### config.mk
export PLATFORM = sky130hd
export DESIGN_NAME = mc_ctrl_fsm_flat
export DESIGN_NICKNAME = d
export VERILOG_FILES = /design/src/rtl/mc_ctrl_fsm_pkg.sv /design/src/rtl/mc_ctrl_fsm_if.sv /design/src/rtl/mc_ctrl_fsm_alu_controller.sv /design/src/rtl/mc_ctrl_fsm.sv /design/src/flat_wrapper.sv
export SDC_FILE = /design/constraint.sdc
export NUM_CORES = 1
export LEC_CHECK = 0
export BUFFER_PORTS_ARGS = -buffer_cell sky130_fd_sc_hd__buf_4
export CORE_ASPECT_RATIO = 0.75
export CORE_UTILIZATION = 40
export CTS_BUF_LIST = sky130_fd_sc_hd__clkbuf_16
export DETAILED_ROUTE_END_ITERATION = 6
export GPL_TIMING_DRIVEN = 0
export PLACE_DENSITY = 0.69
export SLEW_MARGIN = 20
export SYNTH_ARGS = -nofsm -noshare
export SYNTH_HDL_FRONTEND = slang
export SYNTH_HIERARCHICAL = 1
export SYNTH_SLANG_ARGS = --single-unit
export TNS_END_PERCENT = 10
### constraint.sdc
create_clock -name clk -period 3.4 [get_ports clk]
set_input_delay 0.17 -clock clk [delete_from_list [all_inputs] [get_ports clk]]
set_output_delay 0.17 -clock clk [all_outputs]
set_load 0.005 [all_outputs]
### src/rtl/mc_ctrl_fsm_pkg.sv
// Shared encodings for the multicycle controller: states, opcodes, ALU codes, mux selects.
// Also holds the packed control word the FSM decodes each cycle.
package mc_ctrl_pkg;

    typedef enum logic [4:0] {
        S_FETCH  = 5'd0,
        S_DECODE = 5'd1,
        S_MADDR  = 5'd2,
        S_MRD    = 5'd3,
        S_MWB    = 5'd4,
        S_MWR    = 5'd5,
        S_R_EX   = 5'd6,
        S_R_WB   = 5'd7,
        S_BR     = 5'd8,
        S_JMP    = 5'd9,
        S_JAL_WB = 5'd10,
        S_JAL_J  = 5'd11,
        S_JR     = 5'd12,
        S_I_EX   = 5'd13,
        S_I_WB   = 5'd14,
        S_TRAP   = 5'd15
    } state_e;

    localparam logic [5:0] OP_RTYPE = 6'b000000;
    localparam logic [5:0] OP_J     = 6'b000010;
    localparam logic [5:0] OP_JAL   = 6'b000011;
    localparam logic [5:0] OP_BEQ   = 6'b000100;
    localparam logic [5:0] OP_JR    = 6'b000110;
    localparam logic [5:0] OP_ADDI  = 6'b001000;
    localparam logic [5:0] OP_SLTI  = 6'b001010;
    localparam logic [5:0] OP_LW    = 6'b100011;
    localparam logic [5:0] OP_SW    = 6'b101011;

    localparam logic [1:0] ALUOP_ADD  = 2'b00;
    localparam logic [1:0] ALUOP_SUB  = 2'b01;
    localparam logic [1:0] ALUOP_FUNC = 2'b10;
    localparam logic [1:0] ALUOP_SLT  = 2'b11;

    localparam logic [1:0] PCSRC_INC    = 2'b00;
    localparam logic [1:0] PCSRC_JUMP   = 2'b01;
    localparam logic [1:0] PCSRC_BRANCH = 2'b10;
    localparam logic [1:0] PCSRC_REG    = 2'b11;

    localparam logic [1:0] REGDST_RT = 2'b00;
    localparam logic [1:0] REGDST_RD = 2'b01;
    localparam logic [1:0] REGDST_RA = 2'b10;

    localparam logic [1:0] ASB_REG   = 2'b00;
    localparam logic [1:0] ASB_FOUR  = 2'b01;
    localparam logic [1:0] ASB_IMM   = 2'b10;
    localparam logic [1:0] ASB_IMMSH = 2'b11;

    localparam logic [2:0] ALU_AND = 3'b000;
    localparam logic [2:0] ALU_OR  = 3'b001;
    localparam logic [2:0] ALU_ADD = 3'b010;
    localparam logic [2:0] ALU_SUB = 3'b110;
    localparam logic [2:0] ALU_SLT = 3'b111;

    localparam logic [5:0] FN_ADD = 6'b100000;
    localparam logic [5:0] FN_SUB = 6'b100010;
    localparam logic [5:0] FN_AND = 6'b100100;
    localparam logic [5:0] FN_OR  = 6'b100101;
    localparam logic [5:0] FN_SLT = 6'b101010;

    typedef struct packed {
        logic       mem_req;
        logic       mem_read;
        logic       mem_write;
        logic       pc_write;
        logic       pc_write_cond;
        logic       iord;
        logic       ir_write;
        logic       alu_src_a;
        logic       mem_to_reg;
        logic       reg_write;
        logic       trap;
        logic [1:0] alu_src_b;
        logic [1:0] pc_src;
        logic [1:0] reg_dst;
        logic [1:0] alu_op;
    } ctrl_t;

endpackage

### src/rtl/mc_ctrl_fsm_if.sv
// Controller <-> datapath/memory bundle; master = controller, slave = datapath side.
// Counter signals exist only when MC_CTRL_PERF_EN is defined.
interface mc_ctrl_fsm_if #(
    parameter int OPW   = 6,
    parameter int FUNCW = 6
`ifdef MC_CTRL_PERF_EN
    , parameter int CNTW = 32
`endif
);
    logic [OPW-1:0]   opcode;
    logic [FUNCW-1:0] func;
    logic             zero_in;
    logic             zero_out;
    logic             mem_ready;
    logic             mem_req;
    logic             mem_read;
    logic             mem_write;
    logic             pc_write;
    logic             pc_write_cond;
    logic             IorD;
    logic             ir_write;
    logic             alu_src_a;
    logic             mem_to_reg;
    logic             reg_write;
    logic [1:0]       alu_src_b;
    logic [1:0]       pc_src;
    logic [1:0]       reg_dst;
    logic [2:0]       operation;
    logic             trap;
    logic [4:0]       state;
`ifdef MC_CTRL_PERF_EN
    logic [CNTW-1:0]  cyc_cnt;
    logic [CNTW-1:0]  instr_cnt;
`endif

    modport master (
        input  opcode, func, zero_in, mem_ready,
        output zero_out, mem_req, mem_read, mem_write, pc_write, pc_write_cond, IorD,
               ir_write, alu_src_a, mem_to_reg, reg_write, alu_src_b, pc_src, reg_dst,
               operation, trap, state
`ifdef MC_CTRL_PERF_EN
        , output cyc_cnt, instr_cnt
`endif
    );

    modport slave (
        output opcode, func, zero_in, mem_ready,
        input  zero_out, mem_req, mem_read, mem_write, pc_write, pc_write_cond, IorD,
               ir_write, alu_src_a, mem_to_reg, reg_write, alu_src_b, pc_src, reg_dst,
               operation, trap, state
`ifdef MC_CTRL_PERF_EN
        , input cyc_cnt, instr_cnt
`endif
    );
endinterface

### src/rtl/mc_ctrl_fsm_alu_controller.sv
// ALU operation decode from alu_op and the R-type func field; purely combinational.
module alu_controller
    import mc_ctrl_pkg::*;
#(
    parameter int FUNCW = 6
) (
    input  logic [1:0]       alu_op,
    input  logic [FUNCW-1:0] func,
    output logic [2:0]       operation
);
    always_comb begin
        operation = ALU_ADD;
        case (alu_op)
            ALUOP_ADD: operation = ALU_ADD;
            ALUOP_SUB: operation = ALU_SUB;
            ALUOP_SLT: operation = ALU_SLT;
            ALUOP_FUNC: begin
                case (func)
                    FN_ADD:  operation = ALU_ADD;
                    FN_SUB:  operation = ALU_SUB;
                    FN_AND:  operation = ALU_AND;
                    FN_OR:   operation = ALU_OR;
                    FN_SLT:  operation = ALU_SLT;
                    default: operation = ALU_AND;
                endcase
            end
            default: operation = ALU_ADD;
        endcase
    end
endmodule

### src/rtl/mc_ctrl_fsm.sv
// Multicycle MIPS controller: one state per cycle, controls combinational from state; FETCH/MRD/MWR
// stall until mem_ready. Define MC_CTRL_PERF_EN to add cycle and retired-instruction counters.
module mc_ctrl_fsm
    import mc_ctrl_pkg::*;
#(
    parameter int OPW             = 6,
    parameter int FUNCW           = 6,
    parameter bit TRAP_ON_ILLEGAL = 1'b1
`ifdef MC_CTRL_PERF_EN
    , parameter int CNTW          = 32
`endif
) (
    input  logic          clk,
    input  logic          rst,
    mc_ctrl_fsm_if.master bus
);
    state_e         ps_q, ps_d;
    logic [OPW-1:0] op_q;
    ctrl_t          ctrl, ctrl_g;
    logic [2:0]     alu_operation;

    always_comb begin
        ps_d = ps_q;
        case (ps_q)
            S_FETCH:  if (bus.mem_ready) ps_d = S_DECODE;
            S_DECODE: begin
                case (bus.opcode)
                    OP_J:           ps_d = S_JMP;
                    OP_BEQ:         ps_d = S_BR;
                    OP_RTYPE:       ps_d = S_R_EX;
                    OP_LW, OP_SW:   ps_d = S_MADDR;
                    OP_JAL:         ps_d = S_JAL_WB;
                    OP_JR:          ps_d = S_JR;
                    OP_SLTI, OP_ADDI: ps_d = S_I_EX;
                    default:        ps_d = TRAP_ON_ILLEGAL ? S_TRAP : S_FETCH;
                endcase
            end
            S_MADDR:  ps_d = (op_q == OP_LW) ? S_MRD : S_MWR;
            S_MRD:    if (bus.mem_ready) ps_d = S_MWB;
            S_MWB:    ps_d = S_FETCH;
            S_MWR:    if (bus.mem_ready) ps_d = S_FETCH;
            S_R_EX:   ps_d = S_R_WB;
            S_R_WB:   ps_d = S_FETCH;
            S_BR:     ps_d = S_FETCH;
            S_JMP:    ps_d = S_FETCH;
            S_JAL_WB: ps_d = S_JAL_J;
            S_JAL_J:  ps_d = S_FETCH;
            S_JR:     ps_d = S_FETCH;
            S_I_EX:   ps_d = S_I_WB;
            S_I_WB:   ps_d = S_FETCH;
            S_TRAP:   ps_d = S_TRAP;
            default:  ps_d = S_FETCH;
        endcase
    end

    // The IR may change after DECODE, so the opcode is kept for MADDR and I_EX.
    always_ff @(posedge clk or negedge rst) begin
        if (!rst) begin
            ps_q <= S_FETCH;
            op_q <= '0;
        end else begin
            ps_q <= ps_d;
            if (ps_q == S_DECODE) op_q <= bus.opcode;
        end
    end

    always_comb begin
        ctrl = '0;
        case (ps_q)
            S_FETCH: begin
                ctrl.mem_req   = 1'b1;
                ctrl.mem_read  = 1'b1;
                ctrl.alu_src_b = ASB_FOUR;
                ctrl.ir_write  = bus.mem_ready;
                ctrl.pc_write  = bus.mem_ready;
            end
            S_DECODE: ctrl.alu_src_b = ASB_IMMSH;
            S_MADDR: begin
                ctrl.alu_src_a = 1'b1;
                ctrl.alu_src_b = ASB_IMM;
            end
            S_MRD: begin
                ctrl.mem_req  = 1'b1;
                ctrl.mem_read = 1'b1;
                ctrl.iord     = 1'b1;
            end
            S_MWB: begin
                ctrl.reg_write  = 1'b1;
                ctrl.mem_to_reg = 1'b1;
            end
            // mem_write is held through the wait; the memory commits on the ready cycle.
            S_MWR: begin
                ctrl.mem_req   = 1'b1;
                ctrl.mem_write = 1'b1;
                ctrl.iord      = 1'b1;
            end
            S_R_EX: begin
                ctrl.alu_src_a = 1'b1;
                ctrl.alu_op    = ALUOP_FUNC;
            end
            S_R_WB: begin
                ctrl.reg_dst   = REGDST_RD;
                ctrl.reg_write = 1'b1;
            end
            S_BR: begin
                ctrl.alu_src_a     = 1'b1;
                ctrl.alu_op        = ALUOP_SUB;
                ctrl.pc_write_cond = 1'b1;
                ctrl.pc_src        = PCSRC_BRANCH;
            end
            S_JMP, S_JAL_J: begin
                ctrl.pc_write = 1'b1;
                ctrl.pc_src   = PCSRC_JUMP;
            end
            S_JAL_WB: begin
                ctrl.reg_write = 1'b1;
                ctrl.reg_dst   = REGDST_RA;
            end
            S_JR: begin
                ctrl.pc_write = 1'b1;
                ctrl.pc_src   = PCSRC_REG;
            end
            S_I_EX: begin
                ctrl.alu_src_a = 1'b1;
                ctrl.alu_src_b = ASB_IMM;
                ctrl.alu_op    = (op_q == OP_SLTI) ? ALUOP_SLT : ALUOP_ADD;
            end
            S_I_WB: begin
                ctrl.reg_write = 1'b1;
                ctrl.reg_dst   = REGDST_RT;
            end
            S_TRAP:  ctrl.trap = 1'b1;
            default: ctrl = '0;
        endcase
    end

    alu_controller #(.FUNCW(FUNCW)) u_alu_ctrl (
        .alu_op    (ctrl.alu_op),
        .func      (bus.func),
        .operation (alu_operation)
    );

    // Reset silences every output at once, including a pending memory write.
    assign ctrl_g = rst ? ctrl : '0;

    assign bus.zero_out      = bus.zero_in;
    assign bus.mem_req       = ctrl_g.mem_req;
    assign bus.mem_read      = ctrl_g.mem_read;
    assign bus.mem_write     = ctrl_g.mem_write;
    assign bus.pc_write      = ctrl_g.pc_write;
    assign bus.pc_write_cond = ctrl_g.pc_write_cond;
    assign bus.IorD          = ctrl_g.iord;
    assign bus.ir_write      = ctrl_g.ir_write;
    assign bus.alu_src_a     = ctrl_g.alu_src_a;
    assign bus.mem_to_reg    = ctrl_g.mem_to_reg;
    assign bus.reg_write     = ctrl_g.reg_write;
    assign bus.alu_src_b     = ctrl_g.alu_src_b;
    assign bus.pc_src        = ctrl_g.pc_src;
    assign bus.reg_dst       = ctrl_g.reg_dst;
    assign bus.trap          = ctrl_g.trap;
    assign bus.operation     = rst ? alu_operation : 3'b000;
    assign bus.state         = rst ? ps_q : 5'd0;

`ifdef MC_CTRL_PERF_EN
    logic [CNTW-1:0] cyc_cnt_q, instr_cnt_q;

    always_ff @(posedge clk or negedge rst) begin
        if (!rst) begin
            cyc_cnt_q   <= '0;
            instr_cnt_q <= '0;
        end else begin
            if (ps_q != S_TRAP) cyc_cnt_q <= cyc_cnt_q + CNTW'(1);
            if (ps_d == S_FETCH && ps_q != S_FETCH) instr_cnt_q <= instr_cnt_q + CNTW'(1);
        end
    end

    assign bus.cyc_cnt   = cyc_cnt_q;
    assign bus.instr_cnt = instr_cnt_q;
`endif

endmodule

### src/flat_wrapper.sv
// flat-port wrapper written by rule: the top's interface ports become plain ports
module mc_ctrl_fsm_flat import mc_ctrl_pkg::*;
#(
    parameter int OPW             = 6,
    parameter int FUNCW           = 6,
    parameter bit TRAP_ON_ILLEGAL = 1'b1

)
  (clk, rst, bus_opcode, bus_func, bus_zero_in, bus_mem_ready, bus_zero_out, bus_mem_req, bus_mem_read, bus_mem_write, bus_pc_write, bus_pc_write_cond, bus_IorD, bus_ir_write, bus_alu_src_a, bus_mem_to_reg, bus_reg_write, bus_alu_src_b, bus_pc_src, bus_reg_dst, bus_operation, bus_trap, bus_state);
  mc_ctrl_fsm_if #(.OPW(OPW), .FUNCW(FUNCW)) bus_i ();
  input  logic clk;
  input  logic rst;
  input wire logic [$bits(bus_i.opcode)-1:0] bus_opcode;
  input wire logic [$bits(bus_i.func)-1:0] bus_func;
  input wire logic [$bits(bus_i.zero_in)-1:0] bus_zero_in;
  input wire logic [$bits(bus_i.mem_ready)-1:0] bus_mem_ready;
  output wire logic [$bits(bus_i.zero_out)-1:0] bus_zero_out;
  output wire logic [$bits(bus_i.mem_req)-1:0] bus_mem_req;
  output wire logic [$bits(bus_i.mem_read)-1:0] bus_mem_read;
  output wire logic [$bits(bus_i.mem_write)-1:0] bus_mem_write;
  output wire logic [$bits(bus_i.pc_write)-1:0] bus_pc_write;
  output wire logic [$bits(bus_i.pc_write_cond)-1:0] bus_pc_write_cond;
  output wire logic [$bits(bus_i.IorD)-1:0] bus_IorD;
  output wire logic [$bits(bus_i.ir_write)-1:0] bus_ir_write;
  output wire logic [$bits(bus_i.alu_src_a)-1:0] bus_alu_src_a;
  output wire logic [$bits(bus_i.mem_to_reg)-1:0] bus_mem_to_reg;
  output wire logic [$bits(bus_i.reg_write)-1:0] bus_reg_write;
  output wire logic [$bits(bus_i.alu_src_b)-1:0] bus_alu_src_b;
  output wire logic [$bits(bus_i.pc_src)-1:0] bus_pc_src;
  output wire logic [$bits(bus_i.reg_dst)-1:0] bus_reg_dst;
  output wire logic [$bits(bus_i.operation)-1:0] bus_operation;
  output wire logic [$bits(bus_i.trap)-1:0] bus_trap;
  output wire logic [$bits(bus_i.state)-1:0] bus_state;
  assign bus_i.opcode = bus_opcode;
  assign bus_i.func = bus_func;
  assign bus_i.zero_in = bus_zero_in;
  assign bus_i.mem_ready = bus_mem_ready;
  assign bus_zero_out = bus_i.zero_out;
  assign bus_mem_req = bus_i.mem_req;
  assign bus_mem_read = bus_i.mem_read;
  assign bus_mem_write = bus_i.mem_write;
  assign bus_pc_write = bus_i.pc_write;
  assign bus_pc_write_cond = bus_i.pc_write_cond;
  assign bus_IorD = bus_i.IorD;
  assign bus_ir_write = bus_i.ir_write;
  assign bus_alu_src_a = bus_i.alu_src_a;
  assign bus_mem_to_reg = bus_i.mem_to_reg;
  assign bus_reg_write = bus_i.reg_write;
  assign bus_alu_src_b = bus_i.alu_src_b;
  assign bus_pc_src = bus_i.pc_src;
  assign bus_reg_dst = bus_i.reg_dst;
  assign bus_operation = bus_i.operation;
  assign bus_trap = bus_i.trap;
  assign bus_state = bus_i.state;
  mc_ctrl_fsm #(.OPW(OPW), .FUNCW(FUNCW), .TRAP_ON_ILLEGAL(TRAP_ON_ILLEGAL)) u_core (.clk(clk), .rst(rst), .bus(bus_i));
endmodule
## After elaboration in Yosys (flattened, before gate mapping)

Cells that the tools add are included.

| word-level totals | value |
|---|---|
| output and inout bits | 26 |
| bits in registers | 11 |

| operators by class | value |
|---|---|
| multiplexer cells | 27 |
| reductions and logical operators | 14 |
| equal/unequal tests | 35 |

Operator list:

| operator | number |
|---|---|
| 5-bit one-hot mux with 9 select lines | 1 |
| 6-bit == test, second input constant | 7 |
| 5-bit by 4-bit == test with 1-bit output, second input constant | 8 |
| 4-bit one-hot mux with 7 select lines | 1 |
| 3-bit one-hot mux with 4 select lines | 2 |
| 5-bit by 3-bit == test with 1-bit output, second input constant | 4 |
| 5-bit 2-to-1 mux | 4 |
| 19-bit 2-to-1 mux | 1 |
| 6-bit by 4-bit == test with 1-bit output, second input constant | 3 |
| 2-bit one-hot mux with 3 select lines | 3 |
| 6-bit by 2-bit == test with 1-bit output, second input constant | 2 |
| 6-bit by 3-bit == test with 1-bit output, second input constant | 2 |
| 2-bit OR reduction | 6 |
| 5-bit by 2-bit == test with 1-bit output, second input constant | 2 |
| 1-bit 2-to-1 mux | 10 |
| 4-bit OR reduction | 2 |
| 6-bit zero test | 1 |
| 3-bit 2-to-1 mux | 2 |
| 2-bit != test, second input constant | 3 |
| 3-bit OR reduction | 2 |
| 5-bit by 1-bit == test with 1-bit output, second input constant | 1 |
| 5-bit zero test | 1 |
| 2-bit == test, second input constant | 2 |
| 2-bit one-hot mux with 2 select lines | 1 |
| other kinds (5) | 5 |

## Longest topological paths before layout

| depth | value |
|---|---|
| word-level depth | 6 |
| depth in mapped cells | 8 |
| mapped depth without buffers | 7 |

## Modules after synthesis

The synthesis kept the hierarchy.

Modules (own cells, without submodules):

| module | seq. area each (µm²) | instances | area each (µm²) | cells each |
|---|---|---|---|---|
| mc_ctrl_fsm | 250.2 | 1 | 912.1 | 114 |
| alu_controller | 0.0 | 1 | 68.8 | 12 |

## Worst setup path before layout

No wires, ideal clock.

| path | value |
|---|---|
| kind | flip-flop to output port |
| from | register u_core.ps_q[2] |
| to | output port bus_operation[2] |
| slack | 1770 ps |
| arrival time | 1460 ps |
| stages on the path, launching flop included | 8 |
| cells stage by stage | dfrtp_1 buf_2 buf_2 nand2_1 o21ai_0 nand3b_1 o21ai_0 and2_1 |

RTL lines:

| what | line | source |
|---|---|---|
| start: declaration | mc_ctrl_fsm.sv:17 | `state_e ps_q, ps_d;` |
| start signal: assignment | mc_ctrl_fsm.sv:62 | `ps_q <= ps_d;` |
| end: declaration | flat_wrapper.sv:31 | `output wire logic [$bits(bus_i.operation)-1:0] bus_operation;` |

==> impl_metrics.json <==
{
  "period_share_pct": 65.3,
  "grtUsageMet1_pct": 29.9,
  "cap_violations": 0,
  "avgSynthCellArea_um2": 7.79,
  "cpMaxStageDelayCell": "dfrtp_1",
  "pre_cts_ws_ns": 1.44,
  "path_class": "reg2out",
  "grt_util_met3_pct": 5.73,
  "cts_tree": "built",
  "numCtsBuffers": 3,
  "gp_congestion": 0.813,
  "dr.pass1.iters": 4,
  "async_flop_share_pct": 100,
  "antenna_found_initial": 0,
  "final_cell_mix": "41 x buf_4, 13 x nor2_1, 10 x dfrtp_1",
  "worstPathRequired_ns": 3.23,
  "place.port_buffers": 39,
  "htreeDepth": 1,
  "min_from": "bus_opcode[2]",
  "powerDensity_mw_per_mm2": 267,
  "synth_flop_cell": "dfrtp_1",
  "postSynthCellCount": 126,
  "drt.antenna.violating_nets": 0,
  "crit_family": "buffers and inverters",
  "core_mm2": 0.00231,
  "die_h_um": 44.9,
  "totalWireLength_mm": 2.58,
  "p_int_uw": 299,
  "drive_above_1_share_pct": 36.5,
  "placed_area_mm2": 0.00132,
  "busiest_layer": "met2",
  "setup_viol": 0,
  "synth.distinct_cells": 41,
  "finClkSkew_ns": 0.00159,
  "rows": 15,
  "hold_violations": 0,
  "num_antenna_cells": 0,
  "clkSinkCount": 10,
  "combPwrFrac_pct": 12.6,
  "rrSetupSlack_ns": 1.85,
  "worstSetupEndpointType": "output port",
  "status": "finished, final reports clean",
  "drtIter0Drc": 53,
  "clk_latency_ns": 0.24,
  "grt_pass1_wl_mm": 4.24,
  "start_util_pct": 42.5,
  "ios": 42,
  "drc_errors": 0,
  "via_count": 1075,
  "layout_commonest_cell": "buf_4",
  "netlist_area_um2": 981,
  "fmax_ghz": 0.450,
  "grt_max_degree": 15,
  "p_sw_share_pct": 20.2,
  "cts_resized": 0,
  "rsz0062_at_grt": "false",
  "grt_pass1_vias": 934,
  "crit_path_cell_trace": "buf_2 -> buf_2 -> nand2_1 -> o21ai_0 -> nand3b_1 -> o21ai_0 -> and2_1 -> buf_4",
  "r2r-start": "u_core/ps_q[1]$_DFFE_PN0P_",
  "wl_per_cell_um": 12.6,
  "cp_num_buf_inv": 3,
  "tns_ns": 0,
  "r2r_cells": 4,
  "p_leak_nw": 0.649,
  "die_w_um": 59.2,
  "finalWorstSetupSlack_ns": 1.18,
  "cts_buffer_depth": 2,
  "place_hpwl_mm": 1.98,
  "stdcell_area_mm2": 0.00141,
  "p_sw_uw": 76.0,
  "power_uw": 375,
  "vdd_drop_max_mv": 0.236,
  "synth-edff-count": 0,
  "ys_seq_elements": 10,
  "min_period_ns": 2.22,
  "synth_nets": 142,
  "die_area_mm2": 0.00266,
  "min_path_type": "in2reg",
  "grt_usage_pct": 21.8,
  "use_met2_pct": 32.8,
  "crit_arrival_ns": 2.05,
  "clkTransAtPathRegs_ns": 0.04,
  "ys_seq_area_share_pct": 25.5,
  "crit_fanout": 10,
  "drv_slew": 0,
  "rr_endpoint": "u_core/op_q[2]$_DFFE_PN0P_",
  "holdPathEnd": "u_core/ps_q[3]$_DFFE_PN0P_",
  "overflow": 0,
  "whs_ns": 0.208,
  "syn2layout_area_growth_pct": 43.2,
  "max_stage_delay_ns": 0.33,
  "pwr-share-seq_pct": 31.9,
  "min_path_cells": 3,
  "root_buffer": "clkbuf_16",
  "clkPwrFrac_pct": 55.6,
  "via_per_inst": 5.27,
  "startpoint_type": "register",
  "nets": 187,
  "ys_warn_count": 6
}
## per-stage QoR
step / std cells / util [%]
floorplan: 126 / -
global placement: 199 / 57.0
detailed placement: 199 / 57.0
CTS: 204 / 60.9
global route: 204 / 60.9
finish: 204 / 60.9
## kinds of logic after synthesis
| group | count (synthesis) | synth area share [%] |
|---|---|---|
| xor gates and xnor gates | 2 | 1.79 |
| other | 1 | 0.382 |
| and+or+nand+nor | 68 | 40.6 |
| muxes | 6 | 6.89 |
| buffers and inverters | 14 | 6.76 |
| AOI/OAI and AO/OA | 25 | 18.1 |
| DFF | 10 | 25.5 |
## power groups by stage
stage          clock, mW  sequential [mW]  combinational, mW
6_report           0.208            0.120             0.0472
5_1_grt            0.221            0.119             0.0522
4_1_cts            0.215            0.119             0.0471
3_5_place_dp           0            0.121             0.0460
3_3_place_gp           0            0.121             0.0453
2_1_floorplan          0            0.121             0.0163
## layer usage
| layer | part of all wire [%] | vias to the layer above |
|---|---|---|
| li1 | - | 545 |
| met1 | 49 | 485 |
| met2 | 44 | 41 |
| met3 | 5.2 | 4 |
| met4 | 1.1 | 0 |
| met5 | 0 | - |
## repair_timing
item,in CTS,in global routing
hold buffers,1,0
buffers inserted,0,0
hold endpoints to repair,10,0
## layout make-up
type / count / area, µm²
inverter: 5 / 18.8
clock inverter: 1 / 3.75
multi-input combinational: 102 / 664
tap: 34 / 42.5
clock buffer: 3 / 75.1
buffer: 9 / 47.5
timing repair buffer: 40 / 303
fill: 232 / 903
sequential: 10 / 250
## registers in the layout, indices dropped and copies added, names as in the netlist
signal       flops
u_core/op_q      6
u_core/ps_q      4
## worst max path at each step
| stage | from | endpoint | slack (ns) | depth (start not counted) |
|---|---|---|---|---|
| floorplan | u_core/ps_q[2]$_DFFE_PN0P_ | bus_operation[2] | 1.77 | 7 |
| global placement | u_core/ps_q[2]$_DFFE_PN0P_ | bus_operation[2] | 1.47 | 8 |
| detailed placement | u_core/ps_q[2]$_DFFE_PN0P_ | bus_operation[2] | 1.44 | 8 |
| CTS | u_core/ps_q[2]$_DFFE_PN0P_ | bus_operation[2] | 1.17 | 8 |
| global route | u_core/ps_q[2]$_DFFE_PN0P_ | bus_operation[2] | 0.99 | 8 |
| finish | u_core/ps_q[2]$_DFFE_PN0P_ | bus_operation[2] | 1.18 | 8 |
## worst min-delay path, stage by stage
cell,delay [ns]
buf_4,0.11
o31ai_1,0.07
nand2_1,0.06
## cell usage after synthesis (2+ instances only)
master / count / area, µm²
nor3_1: 5 / 25.0
nor2_1: 13 / 48.8
a31oi_1: 2 / 12.5
nand3b_1: 2 / 15.0
nand3_1: 5 / 25.0
o41ai_1: 2 / 17.5
a21oi_1: 5 / 25.0
nand4b_1: 3 / 26.3
nor2b_1: 6 / 37.5
nor4_1: 4 / 25.0
dfrtp_1: 10 / 250
inv_1: 5 / 18.8
nand2b_1: 4 / 25.0
buf_2: 5 / 25.0
mux2_2: 6 / 67.6
nor3b_1: 3 / 22.5
nand2_1: 9 / 33.8
o21ai_0: 5 / 25.0
and2_1: 8 / 50.1
buf_4: 2 / 15.0
xnor2_1: 2 / 17.5
(Power assumes the default switching activity.)
